--- src/rtl/bcd_timer_ctrl.sv ---
// -----------------------------------------------------------------------------
// bcd_timer_ctrl
//
// Two-digit BCD countdown timer with a four-state controller
// (IDLE, RUN, PAUSE, DONE).
//
// A preset is captured from preset_tens/preset_ones on load, with any digit
// above 9 clamped to 9. In RUN, each tick decrements the count in BCD.
// When a tick moves the count from 01 to 00, expire pulses for one cycle.
// After that the block either enters DONE or, when AUTO_RELOAD=1 and the
// preset is non-zero, reloads the preset and keeps running.
//
// Command priority within a cycle: rst > clear > load > pause > start > tick.
//
// Parameters
//   AUTO_RELOAD  1: reload the preset on expiry and stay in RUN
//
// Ports
//   clk          clock, all state changes on the rising edge
//   rst          synchronous active-high reset
//   tick         one-cycle count-enable strobe from an external prescaler
//   start        begin or resume counting (IDLE/PAUSE, count != 00)
//   pause        freeze the count (RUN only)
//   clear        abort and reload the count from the preset register
//   load         capture the preset inputs (ignored in RUN)
//   preset_ones  preset ones digit, BCD
//   preset_tens  preset tens digit, BCD
//   bcd1         current ones digit
//   bcd2         current tens digit
//   running      registered decode of RUN
//   paused       registered decode of PAUSE
//   done         registered decode of DONE
//   expire       one-cycle pulse when a tick brings the count to 00
// -----------------------------------------------------------------------------
module bcd_timer_ctrl #(
    parameter bit AUTO_RELOAD = 1'b0
) (
    input  logic       clk,
    input  logic       rst,
    input  logic       tick,
    input  logic       start,
    input  logic       pause,
    input  logic       clear,
    input  logic       load,
    input  logic [3:0] preset_ones,
    input  logic [3:0] preset_tens,
    output logic [3:0] bcd1,
    output logic [3:0] bcd2,
    output logic       running,
    output logic       paused,
    output logic       done,
    output logic       expire
);

    typedef enum logic [1:0] {
        S_IDLE  = 2'd0,
        S_RUN   = 2'd1,
        S_PAUSE = 2'd2,
        S_DONE  = 2'd3
    } state_t;

    state_t     state;
    logic [3:0] preset_ones_q;
    logic [3:0] preset_tens_q;
    logic       count_zero;
    logic       count_one;
    logic       preset_zero;

    // Out-of-range BCD digits are clamped so the count can never exceed 9.
    function automatic logic [3:0] clamp_digit(input logic [3:0] d);
        return (d > 4'd9) ? 4'd9 : d;
    endfunction

    // Status outputs are registered alongside the state, so they always
    // match the state register with no decode glitches.
    function automatic logic [2:0] flags_of(input state_t s);
        return {s == S_RUN, s == S_PAUSE, s == S_DONE};
    endfunction

    assign count_zero  = (bcd2 == 4'd0) && (bcd1 == 4'd0);
    assign count_one   = (bcd2 == 4'd0) && (bcd1 == 4'd1);
    assign preset_zero = (preset_tens_q == 4'd0) && (preset_ones_q == 4'd0);

    // NOTE: all state here is updated with non-blocking assignments, so every
    // branch reads the pre-edge values of the state, the count and the preset.
    always_ff @(posedge clk) begin
        if (rst) begin
            // NOTE: the preset register is state like any other and is
            // cleared on reset, so a clear right after reset reloads 00.
            state                   <= S_IDLE;
            {running, paused, done} <= 3'b000;
            expire                  <= 1'b0;
            bcd1                    <= 4'd0;
            bcd2                    <= 4'd0;
            preset_ones_q           <= 4'd0;
            preset_tens_q           <= 4'd0;
        end else begin
            expire <= 1'b0;

            if (clear) begin
                bcd1                    <= preset_ones_q;
                bcd2                    <= preset_tens_q;
                state                   <= S_IDLE;
                {running, paused, done} <= flags_of(S_IDLE);
            end else if (load && state != S_RUN) begin
                preset_ones_q           <= clamp_digit(preset_ones);
                preset_tens_q           <= clamp_digit(preset_tens);
                bcd1                    <= clamp_digit(preset_ones);
                bcd2                    <= clamp_digit(preset_tens);
                state                   <= S_IDLE;
                {running, paused, done} <= flags_of(S_IDLE);
            end else if (pause && state == S_RUN) begin
                state                   <= S_PAUSE;
                {running, paused, done} <= flags_of(S_PAUSE);
            end else if (start && (state == S_IDLE || state == S_PAUSE)
                         && !count_zero) begin
                // A tick in this same cycle is consumed by the start.
                state                   <= S_RUN;
                {running, paused, done} <= flags_of(S_RUN);
            end else if (tick && state == S_RUN && !load) begin
                // A load in RUN is ignored, but it still swallows the tick.
                if (count_one) begin
                    expire <= 1'b1;
                    if (AUTO_RELOAD && !preset_zero) begin
                        bcd1 <= preset_ones_q;
                        bcd2 <= preset_tens_q;
                    end else begin
                        bcd1                    <= 4'd0;
                        bcd2                    <= 4'd0;
                        state                   <= S_DONE;
                        {running, paused, done} <= flags_of(S_DONE);
                    end
                end else if (bcd1 != 4'd0) begin
                    bcd1 <= bcd1 - 4'd1;
                end else if (bcd2 != 4'd0) begin
                    // Ones borrow: x0 -> (x-1)9.
                    bcd1 <= 4'd9;
                    bcd2 <= bcd2 - 4'd1;
                end else begin
                    // A count of 00 in RUN cannot normally occur. Park in
                    // DONE without an expire pulse if it ever does.
                    state                   <= S_DONE;
                    {running, paused, done} <= flags_of(S_DONE);
                end
            end
        end
    end

endmodule

--- config.mk ---
export PLATFORM = sky130hd
export DESIGN_NAME = bcd_timer_ctrl
export DESIGN_NICKNAME = d
export VERILOG_FILES = /design/src/rtl/bcd_timer_ctrl.sv
export SDC_FILE = /design/constraint.sdc
export NUM_CORES = 1
export LEC_CHECK = 0
export CAP_MARGIN = 20
export CELL_PAD_IN_SITES_DETAIL_PLACEMENT = 1
export CELL_PAD_IN_SITES_GLOBAL_PLACEMENT = 2
export CORE_ASPECT_RATIO = 1.2
export CORE_MARGIN = 1
export CORE_UTILIZATION = 23
export CTS_BUF_LIST = sky130_fd_sc_hd__clkbuf_2 sky130_fd_sc_hd__clkbuf_4 sky130_fd_sc_hd__clkbuf_8
export DETAILED_ROUTE_END_ITERATION = 8
export PLACE_DENSITY = 0.75
export SLEW_MARGIN = 20
export SYNTH_ARGS = -nofsm -noshare
export SYNTH_HDL_FRONTEND = slang
export SYNTH_SLANG_ARGS = --single-unit
--- constraint.sdc ---
create_clock -name clk -period 1.7 [get_ports clk]
set_input_delay 0.255 -clock clk [delete_from_list [all_inputs] [get_ports clk]]
set_output_delay 0.255 -clock clk [all_outputs]
set_load 0.01 [all_outputs]
# Yosys cells after proc, flatten, opt, wreduce, memory -nomap -nowiden
# Cells that the tools add are included.
# op_classes
n_addsub	2
multipliers	0
div_mod_pow	0
n_lt_le_gt_ge	2
eq_ne	13
shift	0
n_mux	35
bitwise_logic	2
n_reduce_logical	31
# op_table
op	count
4-bit two-way mux	18
2-bit two-way mux	6
3-bit != test, second input constant	4
4-bit != test, second input constant	3
4-bit nonzero test	3
1-bit two-way mux	11
3-bit AND reduction	3
4-bit > comparator, second input constant	2
1-bit logical AND	8
4-bit zero test	2
4-bit by 1-bit subtractor with 4-bit output, second input constant	2
3-bit nonzero test	2
6-bit OR reduction	1
5-bit AND reduction	1
5-bit nonzero test	1
5-bit OR reduction	1
4-bit by 1-bit == test with 1-bit output, second input constant	1
2-bit != test, second input constant	2
4-bit AND reduction	1
4-bit OR reduction	1
3-bit OR reduction	1
2-bit by 1-bit == test with 1-bit output, second input constant	1
2-bit == test, second input constant	1
1-bit zero test	2
other kinds (6)	7
# totals
ff_bits	22
latch_bits	0
ramBits	0
romBits	0
in_bits	15
elab_cells	95
memories	0

# Longest topological paths before layout
# Gate-level depths: netlist (run 1).
# depth
ltp_word	9
ltp_mapped	8

# Least setup slack after synthesis (run 1)
# No wires, ideal clock.
# synth_timing
path_kind	flip-flop to flip-flop
startpoint	register bcd2[0]
endpoint	register bcd2[0]
setup_time_ns	0.139
arrival_ns	1.795
setup_slack_ns	-0.233
path_stages_with_launch	9
path_buffers	1
cell_sequence	dfxtp_1 > inv_1 > ha_1 > or3b_1 > buf_2 > xnor2_1 > a21oi_1 > a2111oi_0 > a211oi_1
# synth_via
elab_chain_len	9
word_cells_on_any_way	19
cone_classes	add/sub: 1; eq/ne: 2; mux: 8; reduce/logical: 8
# synth_lines
item	line	rtl
start, declared	48	output logic [3:0] bcd2,
start signal, assigned	102	bcd2 <= preset_tens_q;
start signal, assigned	109	bcd2 <= clamp_digit(preset_tens);
start signal, assigned	126	bcd2 <= preset_tens_q;
4-bit by 1-bit subtractor with 4-bit output	138	bcd2 <= bcd2 - 4'd1;
4-bit two-way mux	135	end else if (bcd2 != 4'd0) begin
4-bit two-way mux	133	end else if (bcd1 != 4'd0) begin
4-bit two-way mux	122	if (count_one) begin
4-bit two-way mux	120	end else if (tick && state == S_RUN && !load) begin
4-bit two-way mux	115	end else if (start && (state == S_IDLE || state == S_PAUSE)
4-bit two-way mux	112	end else if (pause && state == S_RUN) begin
4-bit two-way mux	105	end else if (load && state != S_RUN) begin
4-bit two-way mux	100	if (clear) begin
# Several ways; a longest one is shown, not always the timed one. The select of a mux whose other input is x is not followed.
# A chain may end at the register's enable or synchronous reset.

# Worst setup path after layout (run 1)
# layout_timing
startpoint	register bcd2[0]
endpoint	register bcd1[0]
# layout_via
elab_chain_len	8
word_cells_on_any_way	15
cone_classes	eq/ne: 1; mux: 6; reduce/logical: 8
# layout_lines
item	line	rtl
4-bit zero test	80, 81	
1-bit logical AND	81	assign count_one = (bcd2 == 4'd0) && (bcd1 == 4'd1);
4-bit two-way mux	122	
4-bit two-way mux	120	
4-bit two-way mux	115	
4-bit two-way mux	112	
4-bit two-way mux	105	
4-bit two-way mux	100	
end signal, assigned	101	bcd1 <= preset_ones_q;
end signal, assigned	108	bcd1 <= clamp_digit(preset_ones);
end signal, assigned	125	bcd1 <= preset_ones_q;
end, declared	47	output logic [3:0] bcd1,
# Several ways; a longest one is shown, not always the timed one. The select of a mux whose other input is x is not followed.

==> results_tabular.tex, run 1 <==
\begin{tabular}{lr}
\hline
Metric & Value \\
\hline
\multicolumn{2}{l}{\textbf{Run status}} \\
\quad Status & finished, violations left \\
\quad Violations in the final reports & negative setup slack \\
\multicolumn{2}{l}{\textbf{Pwr}} \\
\quad Leakage Power & between 0.7 and 0.8 nW \\
\quad Power density over cell area & between 700 and 800 nW/µm² \\
\quad Peak ir drop on the vdd network & approximately 270 µV \\
\multicolumn{2}{l}{\textbf{STA}} \\
\quad Worst Slack Setup Final & -0.205 ns \\
\quad Fmax achieved & about 520 MHz \\
\quad Time the worst path needs with I/O delays and setup & roughly 1.9 ns \\
\quad Setup repair after global routing missed its margin & true \\
\quad Setup tns final & -1.47 ns \\
\quad Clock skew & slightly below 0.009 ns \\
\quad Count of pins over their slew limit & 0 \\
\quad Relative slew margins & between 70\% and 80\% \\
\quad Worst Tran Pin Value & 0.384 ns \\
\quad Hold violation count in the final report & 0 \\
\quad Final critical-path share of the clock period & 112\% \\
\quad Final setup violating endpoints & 12 \\
\multicolumn{2}{l}{\textbf{GRT}} \\
\quad Global-route met3 utilization & around 1.7\% \\
\quad GRT busiest layer & met2 \\
\quad GRT Total Usage & approximately 16\% \\
\quad Global-route wire length before repair & $\sim$6500 µm \\
\quad Pin count of the biggest net entering global routing & 13 \\
\quad Vias in the first global route & $\sim$1400 \\
\quad Aggregate global routing overflow & 0 \\
\quad Antenna violations before repair & 0 \\
\quad Met2 Resource Use GR & a little under a third \\
\quad Routing usage on met1 & 18.3\% \\
\multicolumn{2}{l}{\textbf{Placement}} \\
\quad Number of placed instances, taps included & 261 \\
\quad Count of input and output buffers & 26 \\
\quad Global placer's final weighted congestion & approximately 0.82 \\
\quad Worst setup slack after placement & -0.248 ns \\
\quad HPWL after DPL & 3070 µm \\
\quad Placed cell area & 1750 µm² \\
\multicolumn{2}{l}{\textbf{Critical path}} \\
\quad Crit Reg-Reg Startpoint & bcd2[0] \\
\quad Worst reg2reg endpoint & bcd1[0] \\
\quad Kind of cell adding the most delay to the critical path & simple AND/OR/NAND/NOR gates \\
\quad Classification of the worst setup path & reg2reg \\
\quad Biggest fanout along the worst timing path & 6 \\
\quad Master of the slowest instance on the critical path & or3b\_4 \\
\quad Number of stages on the worst setup path & 6 \\
\quad Number of cells traversed by the worst register-to-register path & 6 \\
\quad Cell-by-cell listing of the critical path & inv\_4 -> ha\_4 -> or3b\_4 -> or3\_4 -> a21o\_4 -> a311oi\_2 \\
\quad Required time at the worst-slack endpoint & between 1.5 and 2 ns \\
\quad Crit path buf inv count & 1 \\
\quad Startpoint types & register \\
\quad Maximum cell stage delay along the critical path & around 0.4 ns \\
\quad Worst Setup SP & bcd2[0] \\
\quad Crit path arrival time & 2.08 ns \\
\quad Register-to-register path setup slack & -0.21 ns \\
\quad Critical path capture point & bcd1[0] \\
\quad Type of destination of the critical path & register \\
\multicolumn{2}{l}{\textbf{Floorplanning}} \\
\quad Die X & approximately 67 µm \\
\quad Initial core utilization & 24.6\% \\
\quad Number of top-level design ports & 27 \\
\quad Die Footprint & between 5000 and 6000 µm² \\
\quad Floorplan die height & between 70 and 80 µm \\
\quad Number of core rows & 27 \\
\quad Core box area & between 4000 and 5000 µm² \\
\multicolumn{2}{l}{\textbf{CTS}} \\
\quad Cell at the root of the clock tree & clkbuf\_8 \\
\quad Reg clk slew, reported paths & 0.08 ns \\
\quad Clock tree from TritonCTS & built \\
\quad H-Tree Depth & 1 \\
\quad Inserted Clock Buffers & 3 \\
\quad CTS sink cnt & 22 \\
\quad Clk Latency, worst-skew pair & $\sim$0.27 ns \\
\quad Maximum clock path buffer count & 2 \\
\multicolumn{2}{l}{\textbf{Synthesis}} \\
\quad Dominant register cell in the synthesized netlist & dfxtp\_1 \\
\quad Number of synthesized register bits & 22 \\
\quad Post-synthesis instance total & 149 \\
\quad Mean instance size in the synthesized netlist & roughly 7.8 µm² \\
\quad Number of different library cells in the post-synthesis netlist & 40 \\
\quad Async SR Flop Fraction & 0\% \\
\quad Share of synthesized area occupied by flip-flops and latches & 37.9\% \\
\quad Post-synthesis net count & roughly 170 \\
\quad Syn. warnings & 0 \\
\quad Synth Cell Area & 1160 µm² \\
\quad EDFF count, synth & 0 \\
\multicolumn{2}{l}{\textbf{Detailed routing}} \\
\quad DR DRC count & 0 \\
\quad Antenna Violating Nets Remaining & 0 \\
\quad Overall via count from detail\_route & between 1000 and 1500 \\
\quad Average wire per cell in the routed design & 14.6 µm \\
\quad First-pass DRT Iterations & 4 \\
\quad DR iter-0 viols & 28 \\
\quad Detailed-route vias per instance & 4.87 \\
\quad Final Routed Wirelength & slightly below 4000 µm \\
\multicolumn{2}{l}{\textbf{Layout}} \\
\quad Proportion of layout cells with a drive suffix above 1 & 30.5\% \\
\quad Total Nets Final & 227 \\
\quad Final Util & between 40 and 50\% \\
\quad Ant diodes & 0 \\
\quad Number of standard cells in the final layout excluding fillers & between 200 and 300 \\
\quad Finished Cell Area & around 1900 µm² \\
\quad Area growth from synthesis to final layout & 63.8\% \\
\multicolumn{2}{l}{\textbf{Job}} \\
\quad Max-capacitance violation count & 0 \\
\multicolumn{2}{l}{\textbf{Hold path}} \\
\quad Min-Delay Path Class & reg2reg \\
\hline
\end{tabular}
-- logic make-up after synthesis --
family | share of synthesized area [%]
compound gates | 24.9
flops | 37.9
xor+xnor | 2.26
simple gates | 29.3
fa+ha+maj | 1.08
buf+inv | 4.52
-- cells in the mapped netlist, types with 2 or more instances --
cell | number | area share (%)
inv_1 | 5 | 1.6
nor3_1 | 12 | 5.2
or3_1 | 3 | 1.6
nor2_1 | 12 | 3.9
a211oi_1 | 4 | 2.6
buf_2 | 3 | 1.3
nor2b_1 | 4 | 2.2
clkbuf_1 | 4 | 1.3
dfxtp_1 | 22 | 38
nand2b_1 | 3 | 1.6
a311oi_1 | 2 | 1.5
o21a_1 | 2 | 1.3
a21oi_1 | 15 | 6.5
nand2_1 | 20 | 6.5
o221ai_1 | 2 | 1.5
o21ai_0 | 5 | 2.2
nand3b_1 | 4 | 2.6
xnor2_1 | 3 | 2.3
o211ai_1 | 3 | 1.9
-- layer usage --
layer / routed length (µm) / share of wire (%)
met4: 50 / 1.3
met2: 2100 / 54
met1: 1690 / 43
met3: 64 / 1.6
met5: 0 / 0
-- cell type report --
class / instances / area [µm²]
Clock buffer: 4 / 48.8
Fill cell: 559 / 2830
Inverter: 6 / 25.0
Multi-Input combinational cell: 114 / 757
Sequential cell: 22 / 445
Tap cell: 58 / 72.6
Timing Repair Buffer: 64 / 553
-- power by group --
part	total, mW	leakage [nW]	internal (mW)	switching, mW
Clock	0.371	0.0262	0.184	0.187
Sequential	0.559	0.181	0.542	0.0166
Combinational	0.438	0.515	0.237	0.200
-- cell usage in the layout, fill, tap and decap left out, drive strengths merged, types with 2 or more instances in the layout --
cell type       n
o21a            2
a211oi          4
o221ai          2
o211ai          3
o21ai           6
or3             4
clkdlybuf4s50  26
a311oi          2
buf            38
xnor2           3
dfxtp          22
nor3           12
nand3b          5
inv             5
a21oi          15
nand2          20
nand2b          3
clkbuf          4
nor2b           4
nor2           12
-- flip-flops by register name, indices dropped and copies added, names as in the netlist --
name           count
done               1
expire             1
preset_ones_q      4
bcd2               4
running            1
bcd1               4
paused             1
preset_tens_q      4
state              2
-- repair_timing --
action / 4_1_cts / 5_1_grt
setup endpoints to repair: 13 / 14
setup buffers: 2 / 3
pin swaps: 5 / 4
hold buffers: 0 / 0
resized for setup: 14 / 7
-- tightest hold or removal path, cell delays in order, from the launching register on --
cell,delay [ns]
dfxtp_1,0.31
nand2_1,0.05
a21oi_1,0.05
-- stage by stage --
stage	power, mW	hold slack (ns)
6_report	1.37	0.456
2_1_floorplan	0.765	0.391
4_1_cts	1.36	0.459
5_1_grt	1.44	0.491
3_5_place_dp	0.964	0.447
3_3_place_gp	0.949	0.445
-- worst min path at each step --
stage	endpoint	slack, ns	depth (start not counted)	start
floorplan	preset_ones_q[3]	0.39	2	preset_ones[3]
global placement	preset_tens_q[3]	0.45	2	preset_tens_q[3]
detailed placement	preset_tens_q[2]	0.45	2	preset_tens_q[2]
CTS	preset_tens_q[2]	0.46	2	preset_tens_q[2]
global route	preset_tens_q[2]	0.49	2	preset_tens_q[2]
finish	preset_tens_q[2]	0.46	2	preset_tens_q[2]
Note: power is estimated with default switching activity, not from simulation.
==> inputs of run 2 (changes only) <==
Settings changed: ABC_CLOCK_PERIOD_IN_PS from default to 1700.
==> results of run 2 <==
The final DEF is identical to that of run 1; final timing and power are the same.
==> inputs of run 3 (changes only) <==
Settings changed: CORE_ASPECT_RATIO 1.2 to default.
==> run 3 against run 2 <==
Against the previous run:
- the run still ends with negative setup slack left
- via count rose by 3.8%
- first-iteration DRC count is 29% higher
- count of clock-buffer cells in the layout decreased by 1
- routed wire length up 5.7%
- register-to-register slack gained 0.02 ns
- global-route usage rose by 0.68 points
- die area about the same
- utilization grew 1.5 points
- maximum frequency grew 0.98%
- clock power increased by 36%
- total power up 12%
- worst hold slack gained 0.011 ns
==> results_tabular.tex, run 3 (synthesis gave the netlist of run 1 again) <==
\begin{tabular}{lr}
\hline
Metric & Value \\
\hline
\multicolumn{2}{l}{\textbf{Pwr}} \\
\quad Leakage Power & between 0.7 and 0.8 nW \\
\quad Clock Power Share & 32.8\% \\
\quad Total power consumption of the routed design & roughly 1.5 mW \\
\quad Switching power as a share of total power & $\sim$28\% \\
\quad Sw Pwr & between 400 and 500 µW \\
\quad Power density over cell area & between 700 and 800 nW/µm² \\
\quad Peak ir drop on the vdd network & around 290 µV \\
\quad Power share of the sequential group & about 37\% \\
\quad Combinational Power Share & a little under a third \\
\quad Cell-internal power & 1.11 mW \\
\multicolumn{2}{l}{\textbf{Layout}} \\
\quad Final Util & between 40\% and 50\% \\
\quad Number of standard cells in the final layout excluding fillers & $\sim$280 \\
\quad Proportion of layout cells with a drive suffix above 1 & 33.2\% \\
\quad Total Nets Final & between 200 and 250 \\
\quad Ant diodes & 0 \\
\quad Area taken by flip-flops and latches & around 450 µm² \\
\quad \# fillers & approximately 570 \\
\quad Multi-input logic area & approximately 800 µm² \\
\quad Highest-count cells in the layout ignoring fill and taps & buf\_4, clkdlybuf4s50\_1, nand2\_1, dfxtp\_1, a21oi\_1 \\
\quad Area growth from synthesis to final layout & 71.9\% \\
\quad Most frequent standard cell in the layout excluding fill and tap cells & buf\_4 \\
\quad Finished Cell Area & 2000 µm² \\
\multicolumn{2}{l}{\textbf{GRT}} \\
\quad Aggregate global routing overflow & 0 \\
\quad GRT Total Usage & between 15 and 20\% \\
\quad Antenna violations before repair & 0 \\
\quad Global-route wire length before repair & 6950 µm \\
\quad Vias in the first global route & about 1400 \\
\quad Pin count of the biggest net entering global routing & 14 \\
\multicolumn{2}{l}{\textbf{Critical path}} \\
\quad Biggest fanout along the worst timing path & 6 \\
\quad Crit Reg-Reg Startpoint & bcd2[0] \\
\quad Startpoint types & register \\
\quad Classification of the worst setup path & reg2reg \\
\quad Worst Setup SP & bcd2[0] \\
\quad Crit path arrival time & 2.07 ns \\
\quad Required time at the worst-slack endpoint & around 1.9 ns \\
\quad Type of destination of the critical path & register \\
\quad Kind of cell adding the most delay to the critical path & simple AND/OR/NAND/NOR gates \\
\quad Cell-by-cell listing of the critical path & inv\_4 -> ha\_4 -> or3b\_4 -> or3\_4 -> a21o\_4 -> a311oi\_1 \\
\quad Master of the slowest instance on the critical path & or3b\_4 \\
\quad Maximum cell stage delay along the critical path & around 0.4 ns \\
\quad Crit path buf inv count & 1 \\
\multicolumn{2}{l}{\textbf{CTS}} \\
\quad Clock tree from TritonCTS & built \\
\quad Maximum clock path buffer count & 2 \\
\quad Inserted Clock Buffers & 3 \\
\quad Reg clk slew, reported paths & approximately 0.090 ns \\
\quad Cell at the root of the clock tree & clkbuf\_8 \\
\quad H-Tree Depth & 1 \\
\quad Clk Latency, worst-skew pair & about 0.27 ns \\
\quad CTS hold repair buffers & 0 \\
\quad CTS sink cnt & 22 \\
\multicolumn{2}{l}{\textbf{Placement}} \\
\quad Count of input and output buffers & 26 \\
\quad Placed cell area & 1770 µm² \\
\quad HPWL after DPL & about 3100 µm \\
\quad Global placer's final weighted congestion & 0.781 \\
\quad Number of placed instances, taps included & $\sim$270 \\
\multicolumn{2}{l}{\textbf{Detailed routing}} \\
\quad First-pass DRT Iterations & 4 \\
\quad Overall via count from detail\_route & 1356 \\
\quad Antenna Violating Nets Remaining & 0 \\
\quad Final Routed Wirelength & 4130 µm \\
\quad Detailed-route vias per instance & around 4.9 \\
\quad DR iter-0 viols & 36 \\
\quad DR DRC count & 0 \\
\quad Average wire per cell in the routed design & between 10 and 15 µm \\
\multicolumn{2}{l}{\textbf{Run status}} \\
\quad Status & finished, violations left \\
\quad Violations in the final reports & negative setup slack \\
\multicolumn{2}{l}{\textbf{Floorplanning}} \\
\quad Number of top-level design ports & 27 \\
\quad Die X & around 73 µm \\
\quad Core box area & 4790 µm² \\
\quad Floorplan die height & between 70 and 80 µm \\
\quad Number of core rows & 25 \\
\quad Die Footprint & 5340 µm² \\
\quad Initial core utilization & between 20\% and 30\% \\
\multicolumn{2}{l}{\textbf{STA}} \\
\quad Count of pins over their slew limit & 0 \\
\quad Setup repair after global routing missed its margin & true \\
\quad Worst Tran Pin Value & 0.351 ns \\
\quad Worst Hold Margin & 0.467 ns \\
\quad Relative slew margins & approximately 76\% \\
\quad Hold violation count in the final report & 0 \\
\quad Time the worst path needs with I/O delays and setup & 1.89 ns \\
\quad Clock skew & roughly 0.0041 ns \\
\quad Worst Slack Setup Final & -0.187 ns \\
\quad Fmax achieved & between 500 and 600 MHz \\
\quad Final setup violating endpoints & 12 \\
\quad Final critical-path share of the clock period & 111\% \\
\multicolumn{2}{l}{\textbf{Job}} \\
\quad Max-capacitance violation count & 0 \\
\multicolumn{2}{l}{\textbf{Hold path}} \\
\quad Worst min-delay path startpoint & running \\
\quad Min-Delay Path Class & reg2reg \\
\hline
\end{tabular}
[run 3: tightest hold or removal path, stage by stage, from the launching register on]
cell      delay, ns
dfxtp_1        0.32
nand2_1        0.05
a21boi_0       0.06
[run 3: path summary, 6_finish.rpt]
path	to	slack, ns	depth (start not counted)
worst max-delay path	bcd1[0]	-0.19	6
worst min-delay path	running	0.47	2
worst max register to register	bcd1[0]	-0.19	6
worst min register to register	running	0.47	2
[run 3: metal layers]
| layer | up-vias | track usage [%] | wire length, µm |
|---|---|---|---|
| li1 | 656 | - | - |
| met1 | 661 | 21.5 | 1920 |
| met2 | 30 | 28.0 | 1980 |
| met3 | 9 | 2.62 | 133 |
| met4 | 0 | 7.41 | 91 |
| met5 | - | 0 | 0 |
[run 3: power groups by stage]
stage / Combinational [mW] / Clock (mW) / Sequential (mW)
6_report: 0.469 / 0.503 / 0.560
5_1_grt: 0.507 / 0.535 / 0.563
4_1_cts: 0.444 / 0.517 / 0.560
3_5_place_dp: 0.399 / 0 / 0.571
3_3_place_gp: 0.388 / 0 / 0.570
2_1_floorplan: 0.181 / 0 / 0.583
[run 3: cell type report]
type	instances	share of cell area, %
Inverter	6	1.25
Tap cell	67	4.20
Clock inverter	1	1.50
Multi-Input combinational cell	114	40.4
Sequential cell	22	22.3
Clock buffer	3	2.07
Timing Repair Buffer	65	28.3
[run 3: per-stage QoR]
| stage | setup TNS [ns] | setup slack (ns) |
|---|---|---|
| after floorplan | -1.12 | -0.152 |
| after global placement | -1.62 | -0.195 |
| after detailed placement | -2.59 | -0.270 |
| after CTS | -1.17 | -0.168 |
| after global routing | -2.01 | -0.230 |
| final | -1.38 | -0.187 |
[run 3: repair_timing]
item                                    4_1_cts  5_1_grt
endpoints found under the setup margin       12       14
pin swaps                                     4        5
gates resized for setup                      19        8
buffers inserted                              2        2
